--- config.mk ---
export PLATFORM = sky130hd
export DESIGN_NAME = execute
export DESIGN_NICKNAME = d
export VERILOG_FILES = /design/src/rtl/execute.sv
export SDC_FILE = /design/constraint.sdc
export NUM_CORES = 1
export LEC_CHECK = 0
export CELL_PAD_IN_SITES_DETAIL_PLACEMENT = 0
export CELL_PAD_IN_SITES_GLOBAL_PLACEMENT = 2
export CORE_MARGIN = 3
export CORE_UTILIZATION = 30
export CTS_BUF_LIST = sky130_fd_sc_hd__clkbuf_4 sky130_fd_sc_hd__clkbuf_8 sky130_fd_sc_hd__clkbuf_16
export DETAILED_ROUTE_END_ITERATION = 16
export MAX_ROUTING_LAYER = met4
export PLACE_DENSITY = 0.82
export SLEW_MARGIN = 40
export SYNTH_ARGS = -nofsm -noshare
export SYNTH_HDL_FRONTEND = slang
export SYNTH_SLANG_ARGS = --single-unit
--- constraint.sdc ---
create_clock -name clk -period 8.9 [get_ports clk]
set_clock_uncertainty 0.1 [all_clocks]
set_input_delay 0.89 -clock clk [delete_from_list [all_inputs] [get_ports clk]]
set_output_delay 0.89 -clock clk [all_outputs]
set_load 0.01 [all_outputs]
--- src/rtl/execute.sv ---
// Execute stage of the fewcore pipeline: ALU / effective-address generation with registered outputs.
// Define EXECUTE_MULDIV_EN to compile in the iterative multiply/divide unit and its IDLE/BUSY/DONE FSM.
module execute (
  input  logic        clk,
  input  logic        rst,
  input  logic        inValid,
  output logic        inReady,
  input  logic [11:0] code,
  input  logic [31:0] rs1Data,
  input  logic [31:0] rs2Data,
  input  logic [31:0] imm,
  input  logic [31:0] pc,
  input  logic [4:0]  rd,
  output logic        outValid,
  output logic [11:0] outCode,
  output logic [4:0]  outRd,
  output logic [31:0] dataAlu,
  output logic [31:0] memAddress,
  output logic        writeEnable,
  output logic        regWrite
);

  localparam logic [6:0] OPC_OP    = 7'b0110011;
  localparam logic [6:0] OPC_OPIMM = 7'b0010011;
  localparam logic [6:0] OPC_LUI   = 7'b0110111;
  localparam logic [6:0] OPC_AUIPC = 7'b0010111;
  localparam logic [6:0] OPC_LOAD  = 7'b0000011;
  localparam logic [6:0] OPC_STORE = 7'b0100011;

  logic [6:0]  w_opcode;
  logic [2:0]  w_funct3;
  logic        w_alt;
  logic        w_muldiv_enc;
  logic        w_accept;
  logic [31:0] w_opb;
  logic [4:0]  w_shamt;
  logic        w_slt;
  logic        w_sltu;
  logic [31:0] w_sra;
  logic [31:0] w_alu;
  logic [31:0] w_mem_addr;
  logic [31:0] w_res_data;
  logic [31:0] w_res_addr;
  logic        w_res_rw;
  logic        w_res_we;
  logic        w_start_md;
  logic        w_md_done;
  logic [31:0] w_md_result;
  logic [11:0] w_md_code;
  logic [4:0]  w_md_rd;

  assign w_opcode     = code[6:0];
  assign w_funct3     = code[9:7];
  assign w_alt        = code[11];
  assign w_muldiv_enc = (w_opcode == OPC_OP) & code[10];
  assign w_accept     = inValid & inReady;

  // OP-IMM takes its shift amount from imm[4:0], which is exactly the low bits of operand B.
  assign w_opb      = (w_opcode == OPC_OP) ? rs2Data : imm;
  assign w_shamt    = w_opb[4:0];
  assign w_slt      = $signed(rs1Data) < $signed(w_opb);
  assign w_sltu     = rs1Data < w_opb;
  assign w_sra      = $signed(rs1Data) >>> w_shamt;
  assign w_mem_addr = rs1Data + imm;

  // ALU operation select; funct7[5] only selects SUB for register-register ops.
  always_comb begin
    w_alu = 32'd0;
    case (w_funct3)
      3'd0: begin
        if ((w_opcode == OPC_OP) && w_alt) begin
          w_alu = rs1Data - w_opb;
        end else begin
          w_alu = rs1Data + w_opb;
        end
      end
      3'd1: w_alu = rs1Data << w_shamt;
      3'd2: w_alu = {31'd0, w_slt};
      3'd3: w_alu = {31'd0, w_sltu};
      3'd4: w_alu = rs1Data ^ w_opb;
      3'd5: begin
        if (w_alt) begin
          w_alu = w_sra;
        end else begin
          w_alu = rs1Data >> w_shamt;
        end
      end
      3'd6: w_alu = rs1Data | w_opb;
      3'd7: w_alu = rs1Data & w_opb;
      default: w_alu = 32'd0;
    endcase
  end

  // Result bundle for single-cycle instructions; unknown opcodes fall through as a bubble.
  always_comb begin
    w_res_data = 32'd0;
    w_res_addr = 32'd0;
    w_res_rw   = 1'b0;
    w_res_we   = 1'b0;
    case (w_opcode)
      OPC_OP: begin
        if (w_muldiv_enc) begin
          w_res_rw = 1'b0;
        end else begin
          w_res_data = w_alu;
          w_res_rw   = 1'b1;
        end
      end
      OPC_OPIMM: begin
        w_res_data = w_alu;
        w_res_rw   = 1'b1;
      end
      OPC_LUI: begin
        w_res_data = imm;
        w_res_rw   = 1'b1;
      end
      OPC_AUIPC: begin
        w_res_data = pc + imm;
        w_res_rw   = 1'b1;
      end
      OPC_LOAD: begin
        w_res_addr = w_mem_addr;
        w_res_rw   = 1'b1;
      end
      OPC_STORE: begin
        w_res_addr = w_mem_addr;
        w_res_data = rs2Data;
        w_res_we   = 1'b1;
      end
      default: w_res_data = 32'd0;
    endcase
  end

`ifdef EXECUTE_MULDIV_EN
  typedef enum logic [1:0] {
    S_IDLE = 2'd0,
    S_BUSY = 2'd1,
    S_DONE = 2'd2
  } state_t;

  state_t      r_state;
  state_t      w_state_next;
  logic        w_idle_ready;
  logic [5:0]  r_count;
  logic [2:0]  r_md_f3;
  logic [4:0]  r_md_rd;
  logic [11:0] r_md_code;
  logic [31:0] r_md_hi;
  logic [31:0] r_md_lo;
  logic [31:0] r_md_cand;
  logic        r_md_neg_p;
  logic        r_md_neg_r;
  logic        w_a_signed;
  logic        w_b_signed;
  logic        w_neg_a;
  logic        w_neg_b;
  logic [31:0] w_abs_a;
  logic [31:0] w_abs_b;
  logic        w_neg_p;
  logic [32:0] w_mul_sum;
  logic [32:0] w_div_top;
  logic        w_div_ge;
  logic [31:0] w_div_diff;
  logic [63:0] w_md_prod;

  assign w_idle_ready = (r_state == S_IDLE);
  assign inReady      = w_idle_ready & ~rst;
  assign w_start_md   = w_accept & w_muldiv_enc;
  assign w_md_done    = (r_state == S_DONE);
  assign w_md_code    = r_md_code;
  assign w_md_rd      = r_md_rd;

  // Operand signedness by funct3: MULH, MULHSU, DIV, REM treat rs1 as signed; MULH, DIV, REM also rs2.
  always_comb begin
    w_a_signed = 1'b0;
    w_b_signed = 1'b0;
    case (w_funct3)
      3'd1, 3'd4, 3'd6: begin
        w_a_signed = 1'b1;
        w_b_signed = 1'b1;
      end
      3'd2: w_a_signed = 1'b1;
      default: w_a_signed = 1'b0;
    endcase
  end

  assign w_neg_a = w_a_signed & rs1Data[31];
  assign w_neg_b = w_b_signed & rs2Data[31];
  assign w_abs_a = w_neg_a ? (32'd0 - rs1Data) : rs1Data;
  assign w_abs_b = w_neg_b ? (32'd0 - rs2Data) : rs2Data;
  // Division by zero keeps the all-ones quotient unsigned; the remainder always follows the dividend sign.
  assign w_neg_p = w_funct3[2] ? ((w_neg_a ^ w_neg_b) & (|rs2Data)) : (w_neg_a ^ w_neg_b);

  assign w_mul_sum  = {1'b0, r_md_hi} + (r_md_lo[0] ? {1'b0, r_md_cand} : 33'd0);
  assign w_div_top  = {r_md_hi, r_md_lo[31]};
  assign w_div_ge   = w_div_top >= {1'b0, r_md_cand};
  assign w_div_diff = w_div_top[31:0] - r_md_cand;
  assign w_md_prod  = r_md_neg_p ? (64'd0 - {r_md_hi, r_md_lo}) : {r_md_hi, r_md_lo};

  // FSM state register.
  always_ff @(posedge clk) begin
    if (rst) begin
      r_state <= S_IDLE;
    end else begin
      r_state <= w_state_next;
    end
  end

  // FSM next-state logic.
  always_comb begin
    w_state_next = r_state;
    case (r_state)
      S_IDLE: begin
        if (w_start_md) begin
          w_state_next = S_BUSY;
        end else begin
          w_state_next = S_IDLE;
        end
      end
      S_BUSY: begin
        if (r_count == 6'd1) begin
          w_state_next = S_DONE;
        end else begin
          w_state_next = S_BUSY;
        end
      end
      S_DONE:  w_state_next = S_IDLE;
      default: w_state_next = S_IDLE;
    endcase
  end

  // Iterative datapath: {hi,lo} holds product or {remainder,quotient} on unsigned magnitudes.
  always_ff @(posedge clk) begin
    if (rst) begin
      r_count    <= 6'd0;
      r_md_f3    <= 3'd0;
      r_md_rd    <= 5'd0;
      r_md_code  <= 12'd0;
      r_md_hi    <= 32'd0;
      r_md_lo    <= 32'd0;
      r_md_cand  <= 32'd0;
      r_md_neg_p <= 1'b0;
      r_md_neg_r <= 1'b0;
    end else if (w_start_md) begin
      r_count    <= 6'd32;
      r_md_f3    <= w_funct3;
      r_md_rd    <= rd;
      r_md_code  <= code;
      r_md_hi    <= 32'd0;
      r_md_lo    <= w_abs_a;
      r_md_cand  <= w_abs_b;
      r_md_neg_p <= w_neg_p;
      r_md_neg_r <= w_neg_a;
    end else if (r_state == S_BUSY) begin
      r_count <= r_count - 6'd1;
      if (r_md_f3[2]) begin
        r_md_hi <= w_div_ge ? w_div_diff : w_div_top[31:0];
        r_md_lo <= {r_md_lo[30:0], w_div_ge};
      end else begin
        r_md_hi <= w_mul_sum[32:1];
        r_md_lo <= {w_mul_sum[0], r_md_lo[31:1]};
      end
    end else begin
      r_count <= r_count;
    end
  end

  // Final result selection with sign fix-up.
  always_comb begin
    w_md_result = 32'd0;
    case (r_md_f3)
      3'd0:             w_md_result = w_md_prod[31:0];
      3'd1, 3'd2, 3'd3: w_md_result = w_md_prod[63:32];
      3'd4, 3'd5:       w_md_result = r_md_neg_p ? (32'd0 - r_md_lo) : r_md_lo;
      3'd6, 3'd7:       w_md_result = r_md_neg_r ? (32'd0 - r_md_hi) : r_md_hi;
      default:          w_md_result = 32'd0;
    endcase
  end
`else
  assign inReady     = ~rst;
  assign w_start_md  = 1'b0;
  assign w_md_done   = 1'b0;
  assign w_md_result = 32'd0;
  assign w_md_code   = 12'd0;
  assign w_md_rd     = 5'd0;
`endif

  // Output bundle register; payload holds its last value on idle cycles.
  always_ff @(posedge clk) begin
    if (rst) begin
      outValid    <= 1'b0;
      outCode     <= 12'd0;
      outRd       <= 5'd0;
      dataAlu     <= 32'd0;
      memAddress  <= 32'd0;
      writeEnable <= 1'b0;
      regWrite    <= 1'b0;
    end else if (w_md_done) begin
      outValid    <= 1'b1;
      outCode     <= w_md_code;
      outRd       <= w_md_rd;
      dataAlu     <= w_md_result;
      memAddress  <= 32'd0;
      writeEnable <= 1'b0;
      regWrite    <= 1'b1;
    end else if (w_accept && !w_start_md) begin
      outValid    <= 1'b1;
      outCode     <= code;
      outRd       <= rd;
      dataAlu     <= w_res_data;
      memAddress  <= w_res_addr;
      writeEnable <= w_res_we;
      regWrite    <= w_res_rw;
    end else begin
      outValid    <= 1'b0;
      writeEnable <= 1'b0;
      regWrite    <= 1'b0;
    end
  end

endmodule

==> After elaboration in Yosys (flattened, before gate mapping) <==
Cells that the tools add are included.
{ "classes": {"addsub": 4, "n_lt_le_gt_ge": 2, "n_eq_ne": 13, "shift": 3, "n_mux": 11, "bitwise_logic": 7, "reduce_logical": 5} }
{ "op_table": {"columns": ["cell", "n"], "rows": [
  ["one-hot mux 32 bit (8 select lines)", 1],
  ["two-way mux 32 bit", 5],
  ["one-hot mux 32 bit (5 select lines)", 1],
  ["adder 32 bit", 3],
  ["< comparator 32 bit", 2],
  ["AND 32 bit", 1],
  ["bitwise OR 32 bit", 1],
  ["left shift 32 x 5 -> 32 bit", 1],
  [">> shifter 32 x 5 -> 32 bit", 1],
  [">>> shifter 32 x 5 -> 32 bit", 1],
  ["subtractor 32 bit", 1],
  ["XOR 32 bit", 1],
  ["equality test 7 x 6 -> 1 bit (second input constant)", 3],
  ["equality test 7 x 5 -> 1 bit (second input constant)", 2],
  ["equality test 3 bit (second input constant)", 4],
  ["equality test 7 x 2 -> 1 bit (second input constant)", 1],
  ["equality test 3 x 2 -> 1 bit (second input constant)", 2],
  ["OR reduction 2 bit", 2],
  ["OR reduction 4 bit", 1],
  ["equality test 3 x 1 -> 1 bit (second input constant)", 1],
  ["zero test 3 bit", 1],
  ["two-way mux 1 bit", 3],
  ["AND 1 bit", 2],
  ["inverter 1 bit", 2],
  ["2 further kinds", 2]
]} }
{ "word_totals": {"ff_bits": 84, "input_bits": 148, "output_inout_bits": 85, "elab_cells": 52} }

==> Logic depth before layout (Yosys ltp) <==
Gate-level depths: netlist of the first run.
{ "depth": {"ltp_word": 7, "ltp_mapped": 21, "mapped_depth_nobuf": 16} }

==> Worst setup path after synthesis of the first run <==
No wires, ideal clock.
{ "synth_path": {"path_type": "input -> register", "from": "input code[6]", "to": "register dataAlu[17]", "setup_time_ps": 146, "arrival_ps": 4567, "required_ps": 8654, "path_slack_ps": 4086, "cell_stages": 19, "n_path_buf": 5, "cell_sequence": "and4bb_2 buf_6 nand3_1 and2_1 buf_2 inv_2 buf_2 buf_1 ha_1 clkbuf_1 inv_1 o32ai_1 o21ai_0 a21oi_1 a21oi_1 o21ai_0 o31ai_1 o41ai_1 a221oi_1"} }
{ "synth_via": {"elab_chain_cells": 7, "elab_cells_between_ends": 21, "classes_between": "add/sub: 2; eq/ne: 5; shift: 3; mux: 6; bitwise: 4; reduce/logical: 1"} }
{ "synth_lines": {"columns": ["item", "line_no", "text"], "rows": [
  ["from (decl)", "8", "input logic [11:0] code,"],
  ["equality test 7 x 6 -> 1 bit", null, null],
  ["two-way mux 32 bit", "59", "assign w_opb = (w_opcode == OPC_OP) ? rs2Data : imm;"],
  ["adder 32 bit, or another cell as far along", "74", "w_alu = rs1Data + w_opb;"],
  ["two-way mux 32 bit (on tied branches)", "71, 82", null],
  ["one-hot mux 32 bit (8 select lines)", "69", "case (w_funct3)"],
  ["two-way mux 32 bit", "102", "if (w_muldiv_enc) begin"],
  ["one-hot mux 32 bit (5 select lines) (*)", "100", "case (w_opcode)"],
  ["to (signal assigned)", "302", "dataAlu <= w_md_result;"],
  ["to (signal assigned)", "310", "dataAlu <= w_res_data;"],
  ["to (decl)", "17", "output logic [31:0] dataAlu,"]
]} }
Mark *: on every way between the ends. The rest lies on a longest branch, timed or not.
A chain may end at the register's enable or synchronous reset.

==> Worst setup path in the final report of the first run <==
{ "layout_path": {"from": "input code[5]", "to": "register dataAlu[17]"} }
The elaborated chain is that of the path after synthesis.

==> results of run 1 <==
## synthesized netlist by cell type (all sizes together), types with 45 or more instances
master,instances
a211oi,86
a21o,48
a21oi,215
a22oi,53
buf,82
clkbuf,90
dfxtp,84
ha,152
inv,117
mux2i,54
nand2,326
nand2b,45
nand3,109
nor2,210
nor3,46
o21ai,221
## per-stage QoR
stage / worst slack (ns) / cell area, um2 / power (mW) / instances
6_report: 2.17 / 20100 / 1.99 / 3390
5_1_grt: 1.94 / 20100 / 2.07 / 3387
4_1_cts: 2.36 / 20100 / 1.96 / 3383
3_5_place_dp: 1.94 / 19700 / 1.47 / 3367
3_3_place_gp: 2.10 / 19700 / 1.48 / 3366
2_1_floorplan: 4.09 / 16800 / 1.04 / 2501
## layout make-up
cell class | instances | area [um2]
clock inverters | 5 | 108
well taps | 748 | 936
fillers | 5972 | 35200
repair buffers | 290 | 2730
flip-flops and latches | 84 | 1680
inverters | 117 | 439
diodes | 7 | 17.5
clock buffers | 11 | 246
multi-input cells | 2128 | 13900
## cells by family after synthesis
| group | after synthesis | share of synthesized area [%] |
|---|---|---|
| compound gates | 962 | 38.6 |
| fa+ha+maj | 155 | 11.7 |
| flops | 84 | 10.0 |
| xor+xnor | 69 | 3.60 |
| mux | 69 | 4.42 |
| buf+inv | 289 | 7.51 |
| simple gates | 873 | 24.2 |
## flip-flops by register name, indices dropped and copies added, names as in the netlist
name         cells
dataAlu         32
memAddress      32
outCode         12
outRd            5
outValid         1
regWrite         1
writeEnable      1
## routing by layer
metal / routed length, um / track usage (%)
met1: 46800 / 47.6
met2: 45700 / 53.1
met3: 8700 / 5.95
met4: 4850 / 14.1
met5: 0 / -
## critical path: cells and delay by family
family | cells | cell delay, ns
AO/OA/AOI/OAI | 8 | 2.21
AND/OR/NAND/NOR | 3 | 1.89
adder cells (fa/ha/maj) | 1 | 0.47
buffers and inverters | 3 | 1.38
## power groups by stage
stage / clock [mW] / combinational, mW / sequential [mW]
2_1_floorplan: 0 / 0.643 / 0.395
3_3_place_gp: 0 / 1.09 / 0.392
3_5_place_dp: 0 / 1.08 / 0.392
4_1_cts: 0.494 / 1.09 / 0.384
5_1_grt: 0.503 / 1.18 / 0.384
6_report: 0.485 / 1.12 / 0.384
## how the worst max path moves through the flow
stage / from / endpoint / slack, ns / cells after the start
2_1_floorplan: code[6] / dataAlu[17] / 4.09 / 19
3_3_place_gp: code[5] / dataAlu[25] / 2.10 / 16
3_5_place_dp: code[5] / dataAlu[25] / 1.94 / 16
4_1_cts: code[5] / dataAlu[25] / 2.36 / 16
5_1_grt: code[5] / dataAlu[25] / 1.94 / 16
6_report: code[5] / dataAlu[17] / 2.17 / 15
==> impl_results.rst, run 1 <==
.. list-table::
   :header-rows: 1

   * - Metric
     - Value
   * - Final weighted congestion of routability-driven global placement
     - just over 1
   * - Height of the chip
     - 243 um
   * - Area delta synth->final
     - 19.6%
   * - Hold Slack
     - 0.359 ns
   * - Endpoint arrival time on the critical path
     - between 6 and 7 ns
   * - Syn nets
     - 2804
   * - Clock buffer depth
     - 2
   * - Area of the die
     - ~59000 um2
   * - Clock tree from TritonCTS
     - yes
   * - Worst reg2reg path endpoint
     - dataAlu[2]
   * - Rel. slew slack
     - between 30% and 40%
   * - Antenna-violating nets left
     - 0
   * - Relative contribution of sequential cells to total power
     - 19.3%
   * - Worst min-delay path category
     - flip-flop to flip-flop
   * - Main synth FF type
     - dfxtp_1
   * - Highest clock rate
     - 0.149 GHz
   * - Routed WL
     - 106000 um
   * - Final design utilization
     - between 30 and 40%
   * - Most frequent cells in the layout
     - nand2_1, clkdlybuf4s50_1, a21oi_1, nor2_1, o21ai_0
   * - Worst R2R Start
     - dataAlu[2]
   * - Number of H-tree branching levels
     - 3
   * - Number of antenna violations at the first check in global routing
     - 5
   * - Initial core utilization
     - a little over 30%
   * - Pins Over Slew Limit
     - 0
   * - Cell area after synthesis
     - roughly 17000 um2
   * - Vias per std cell
     - approximately 6.3
   * - Most common cell after layout, fill and taps aside
     - nand2_1
   * - Hold Path Origin
     - memAddress[28]
   * - Half-perimeter wire length after detailed placement
     - ~84000 um
   * - Standby leakage power
     - a little under 8 nW
   * - Final total negative setup slack
     - 0 ns
   * - Vias post-DR
     - about 21000
   * - Switching portion of total power
     - 47.4%
   * - Register area share after synthesis
     - between 10 and 15%
   * - Wire length of the first global-routing pass
     - approximately 150000 um
   * - Fin crit period
     - slightly below 7 ns
   * - Clock share of power
     - around a quarter
   * - Vias in the first global route
     - ~20000
   * - Netlist cell types
     - roughly 100
   * - Dominant cell type by area after synthesis
     - ha_1
   * - Core box area
     - approximately 55000 um2
   * - RSZ-0062 raised after global routing
     - no
   * - P per Cell Area
     - ~100 nW/um2
   * - Fin nets
     - 2933
   * - Clock-pin slew on the worst setup and hold paths
     - roughly 0.080 ns
   * - Setup Viol. Count Final
     - 0
   * - Net Sw Power
     - ~0.94 mW
   * - Number of setup buffers added after CTS
     - 0
   * - Initial DRC Count
     - between 2000 and 3000
   * - Port Buf Inserts
     - between 200 and 250
   * - R2R cell count
     - 5
   * - Share of flip-flops with an asynchronous set or reset
     - 0%
   * - EDFF count, synth
     - 0
   * - Number of flip-flops and latches in the synthesized netlist
     - between 80 and 90
   * - Cell Rows
     - 86
   * - Routed length per placed instance
     - around 31 um
   * - Overflow after GRT
     - 0
   * - TritonCTS Buffers
     - 9
   * - Transition at the pin with the smallest max-transition slack
     - about 0.94 ns
   * - Logic pwr share
     - 56.3%
   * - Pin count of the biggest net entering global routing
     - 64
   * - Worst vdd rail ir drop
     - between 100 and 150 uV
   * - Peak fanout along the critical path
     - 24
   * - Cell internal power dissipation
     - 1.05 mW
   * - Die Span X
     - between 200 and 250 um
   * - Crit path cell chain
     - clkdlybuf4s50_1, nand3b_4, o21ai_1, and2_1, inv_2, ha_1, inv_1, nor4_1, o21ai_0, a21oi_1, a21oi_1, o21ai_0, o31ai_1, o41ai_1, a221oi_1
   * - Total of hold buffers inserted after clock tree synthesis
     - 0
   * - CTS resizes
     - 0
   * - Instance count of the mapped netlist
     - between 2000 and 3000
   * - Ports placed on the boundary
     - ~230
   * - Outcome
     - completed
   * - Clock latency on the worst-skew pair
     - about 0.38 ns
   * - Mean Syn Cell Area
     - 6.72 um2
   * - Hold violation count in the final report
     - 0
   * - Global-route total usage across every layer
     - a little over a third
   * - Capturing element type of the critical path
     - flip-flop
   * - Cell types occupying the most area after synthesis
     - ha_1, dfxtp_1, nand2_1
   * - R2R setup slack
     - around 6.7 ns
   * - Required time at the worst-slack endpoint
     - just over 9 ns
   * - Highest cell delay on the worst timing path
     - between 0.8 and 0.9 ns
   * - Endpoint, Worst Hold
     - memAddress[28]
   * - Cell with the largest stage delay on the worst path
     - clkdlybuf4s50_1
   * - Warnings from Yosys
     - 0
   * - Num Clock Sinks
     - 84
   * - Fraction of layout cells with a size suffix above 1
     - about 6.2%
   * - Top cell type's share of synthesized area
     - a little under an eighth
   * - Root Buffer
     - clkbuf_16
   * - Category of the worst setup path launch point
     - input pin
   * - Pre-Repair DR Iteration Count
     - 6
   * - Remaining DRCs
     - 0
   * - Part of the cycle the worst path needs
     - between 70 and 80%
   * - Critical setup path kind
     - input pin to flip-flop
   * - Max-Cap Viols
     - 0
   * - Worst hold stages
     - 2
(Power assumes the default switching activity.)
==> run 2, diff against run 1 <==
--- a/config.mk
+++ b/config.mk
@@ -8,11 +8,11 @@
 export CELL_PAD_IN_SITES_DETAIL_PLACEMENT = 0
 export CELL_PAD_IN_SITES_GLOBAL_PLACEMENT = 2
 export CORE_MARGIN = 3
-export CORE_UTILIZATION = 30
+export CORE_UTILIZATION = 29
 export CTS_BUF_LIST = sky130_fd_sc_hd__clkbuf_4 sky130_fd_sc_hd__clkbuf_8 sky130_fd_sc_hd__clkbuf_16
 export DETAILED_ROUTE_END_ITERATION = 16
 export MAX_ROUTING_LAYER = met4
-export PLACE_DENSITY = 0.82
+export PLACE_DENSITY = 0.83
 export SLEW_MARGIN = 40
 export SYNTH_ARGS = -nofsm -noshare
 export SYNTH_HDL_FRONTEND = slang
==> constraint.sdc (replaced) <==
create_clock -name clk -period 5.79 [get_ports clk]
set_clock_uncertainty 0.1 [all_clocks]
set_input_delay 0.579 -clock clk [delete_from_list [all_inputs] [get_ports clk]]
set_output_delay 0.579 -clock clk [all_outputs]
set_load 0.01 [all_outputs]
==> run 2 against run 1 <==
  * Core utilization about the same
  * Sequential power increased by 54%
  * Critical path depth increased by 3
  * Design area increased by 2.7%
  * Count of clock-buffer cells in the layout decreased by 1
  * Routed wire length increased by 5.7%
  * Combinational power increased by 60%
  * Hold slack improved by 0.0013 ns
  * Sequential share of layout area decreased by 0.22 points
==> impl_results.rst, run 2 (synthesis gave the netlist of run 1 again) <==
.. list-table::
   :header-rows: 1

   * - Metric
     - Value
   * - RSZ-0062 raised after global routing
     - no
   * - P per Cell Area
     - about 150 nW/um2
   * - Hold Slack
     - between 0.3 and 0.4 ns
   * - Hold Path Origin
     - memAddress[4]
   * - Height of the chip
     - between 200 and 250 um
   * - Wire length of the first global-routing pass
     - 156000 um
   * - Buf+Inv Stages, Crit Path
     - 3
   * - Max-Cap Viols
     - 0
   * - Most frequent cells in the layout
     - nand2_1, clkdlybuf4s50_1, a21oi_1, nor2_1, o21ai_0
   * - Global-route total usage across every layer
     - a little over a third
   * - Rel. slew slack
     - approximately 37%
   * - Critical setup path kind
     - input pin to flip-flop
   * - Worst R2R Start
     - dataAlu[2]
   * - Clock latency on the worst-skew pair
     - just under 0.4 ns
   * - Final design utilization
     - 36.3%
   * - Root Buffer
     - clkbuf_16
   * - Number of setup buffers added after CTS
     - 0
   * - Die Span X
     - approximately 250 um
   * - Pin count of the biggest net entering global routing
     - 64
   * - CTS resizes
     - 0
   * - Area of the die
     - about 60000 um2
   * - Outcome
     - completed
   * - Net Sw Power
     - about 1.5 mW
   * - Category of the worst setup path launch point
     - input pin
   * - Most common cell after layout, fill and taps aside
     - nand2_1
   * - Clock-pin slew on the worst setup and hold paths
     - 0.09 ns
   * - Fin nets
     - 3012
   * - Endpoint arrival time on the critical path
     - ~5.3 ns
   * - Routed length per placed instance
     - 32.2 um
   * - Worst vdd rail ir drop
     - 149 uV
   * - Worst min-delay path category
     - flip-flop to flip-flop
   * - Setup Viol. Count Final
     - 0
   * - Clock share of power
     - 20.7%
   * - Number of antenna violations at the first check in global routing
     - 8
   * - Standby leakage power
     - roughly 8.2 nW
   * - Transition at the pin with the smallest max-transition slack
     - ~0.94 ns
   * - Port Buf Inserts
     - about 230
   * - Final total negative setup slack
     - 0 ns
   * - Pre-Repair DR Iteration Count
     - 5
   * - Routed WL
     - between 100000 and 150000 um
   * - Cell Rows
     - 87
   * - Num Clock Sinks
     - 84
   * - Initial core utilization
     - between 20% and 30%
   * - Part of the cycle the worst path needs
     - between 80% and 90%
   * - Core box area
     - 56800 um2
   * - Peak fanout along the critical path
     - 18
   * - Fin crit period
     - roughly 5.2 ns
   * - Number of H-tree branching levels
     - 3
   * - Highest cell delay on the worst timing path
     - approximately 0.71 ns
   * - Half-perimeter wire length after detailed placement
     - roughly 92000 um
   * - Area delta synth->final
     - 22.8%
   * - Ports placed on the boundary
     - 233
   * - Logic pwr share
     - 59.7%
   * - Antenna-violating nets left
     - 0
   * - Fraction of layout cells with a size suffix above 1
     - approximately 8.8%
   * - TritonCTS Buffers
     - 9
   * - Highest clock rate
     - just under 0.2 GHz
   * - Total of hold buffers inserted after clock tree synthesis
     - 0
   * - Relative contribution of sequential cells to total power
     - between 10% and 20%
   * - Crit path cell chain
     - clkdlybuf4s50_1, and3b_4, nand2_4, nand2_1, nand2_1, inv_1, ha_1, buf_4, a21oi_1, o21ai_0, a311oi_1, a21o_1, o31a_1, xnor2_1, nand3_1, nand4_1, a211oi_1, a2111oi_2
   * - Top Family by Delay on Critical Path
     - compound AO/OA/AOI/OAI gates
   * - Pins Over Slew Limit
     - 0
   * - Final weighted congestion of routability-driven global placement
     - approximately 1.0
   * - Capturing element type of the critical path
     - flip-flop
   * - Clock buffer depth
     - 2
   * - Initial DRC Count
     - 2430
   * - Hold violation count in the final report
     - 0
   * - Clock tree from TritonCTS
     - yes
   * - Most frequent cell on the critical path
     - nand2_1
   * - Vias post-DR
     - between 20000 and 25000
   * - Source of the critical timing path
     - code[4]
   * - Switching portion of total power
     - about half
   * - Required time at the worst-slack endpoint
     - 5.94 ns
   * - Vias per std cell
     - ~6.3
   * - Registers with the most flip-flops
     - dataAlu x32, memAddress x32, outCode x12
   * - Cell internal power dissipation
     - about 1.5 mW
   * - Cell with the largest stage delay on the worst path
     - a211oi_1
   * - Vias in the first global route
     - 20600
   * - Overflow after GRT
     - 0
   * - Remaining DRCs
     - 0
run 2: cell count changes in the layout (fill, tap and decap cells not counted), sizes merged:
cell      before  now
diode          7    5
clkinvlp       0    1
bufinv         3    0
buf           63  142
clkbuf        11   10
clkinv         1    4
run 2: worst paths after layout:
kind	end	slack, ns	depth (start not counted)
max	dataAlu[18]	0.60	18
min	memAddress[4]	0.36	2
max reg2reg	dataAlu[2]	3.55	5
min reg2reg	memAddress[4]	0.36	2
run 2: layout make-up:
class,count,area [um2]
fillers,6239,36200
clock buffers,10,239
diodes,5,12.5
multi-input cells,2128,13900
flip-flops and latches,84,1680
repair buffers,369,3350
clock inverters,6,47.5
well taps,756,946
inverters,117,439
run 2: power groups by stage:
stage	registers [mW]	clock network [mW]	logic, mW
global route	0.591	0.654	1.89
detailed placement	0.603	0	1.73
global placement	0.603	0	1.75
floorplan	0.607	0	0.988
CTS	0.590	0.639	1.74
finish	0.590	0.622	1.79
run 2: routing by layer:
| metal | part of all wire [%] | vias up | wire length [um] | track usage [%] |
|---|---|---|---|---|
| met5 | 0 | - | 0 | - |
| met4 | 4.4 | 0 | 4960 | 14.0 |
| met3 | 7.9 | 157 | 8820 | 5.49 |
| met2 | 42 | 1139 | 47400 | 53.3 |
| met1 | 45 | 10700 | 50800 | 50.8 |
| li1 | - | 9725 | - | - |
run 2: worst reg2reg max path, cell delays in order (launching register included):
cell and delay, ns:
dfxtp_1 0.34, nor2b_1 0.15, a221oi_1 0.59, o2111ai_1 0.23, nor3_1 0.58, nor3_1 0.12
run 2: per-stage QoR:
step	instance area (um2)	setup WS, ns	total power [mW]	std cells
2_1_floorplan	16800	1.29	1.59	2501
3_3_place_gp	20300	0.374	2.35	3453
3_5_place_dp	20300	0.340	2.34	3454
4_1_cts	20600	0.761	2.97	3470
5_1_grt	20600	0.409	3.14	3474
6_report	20600	0.603	3.01	3475
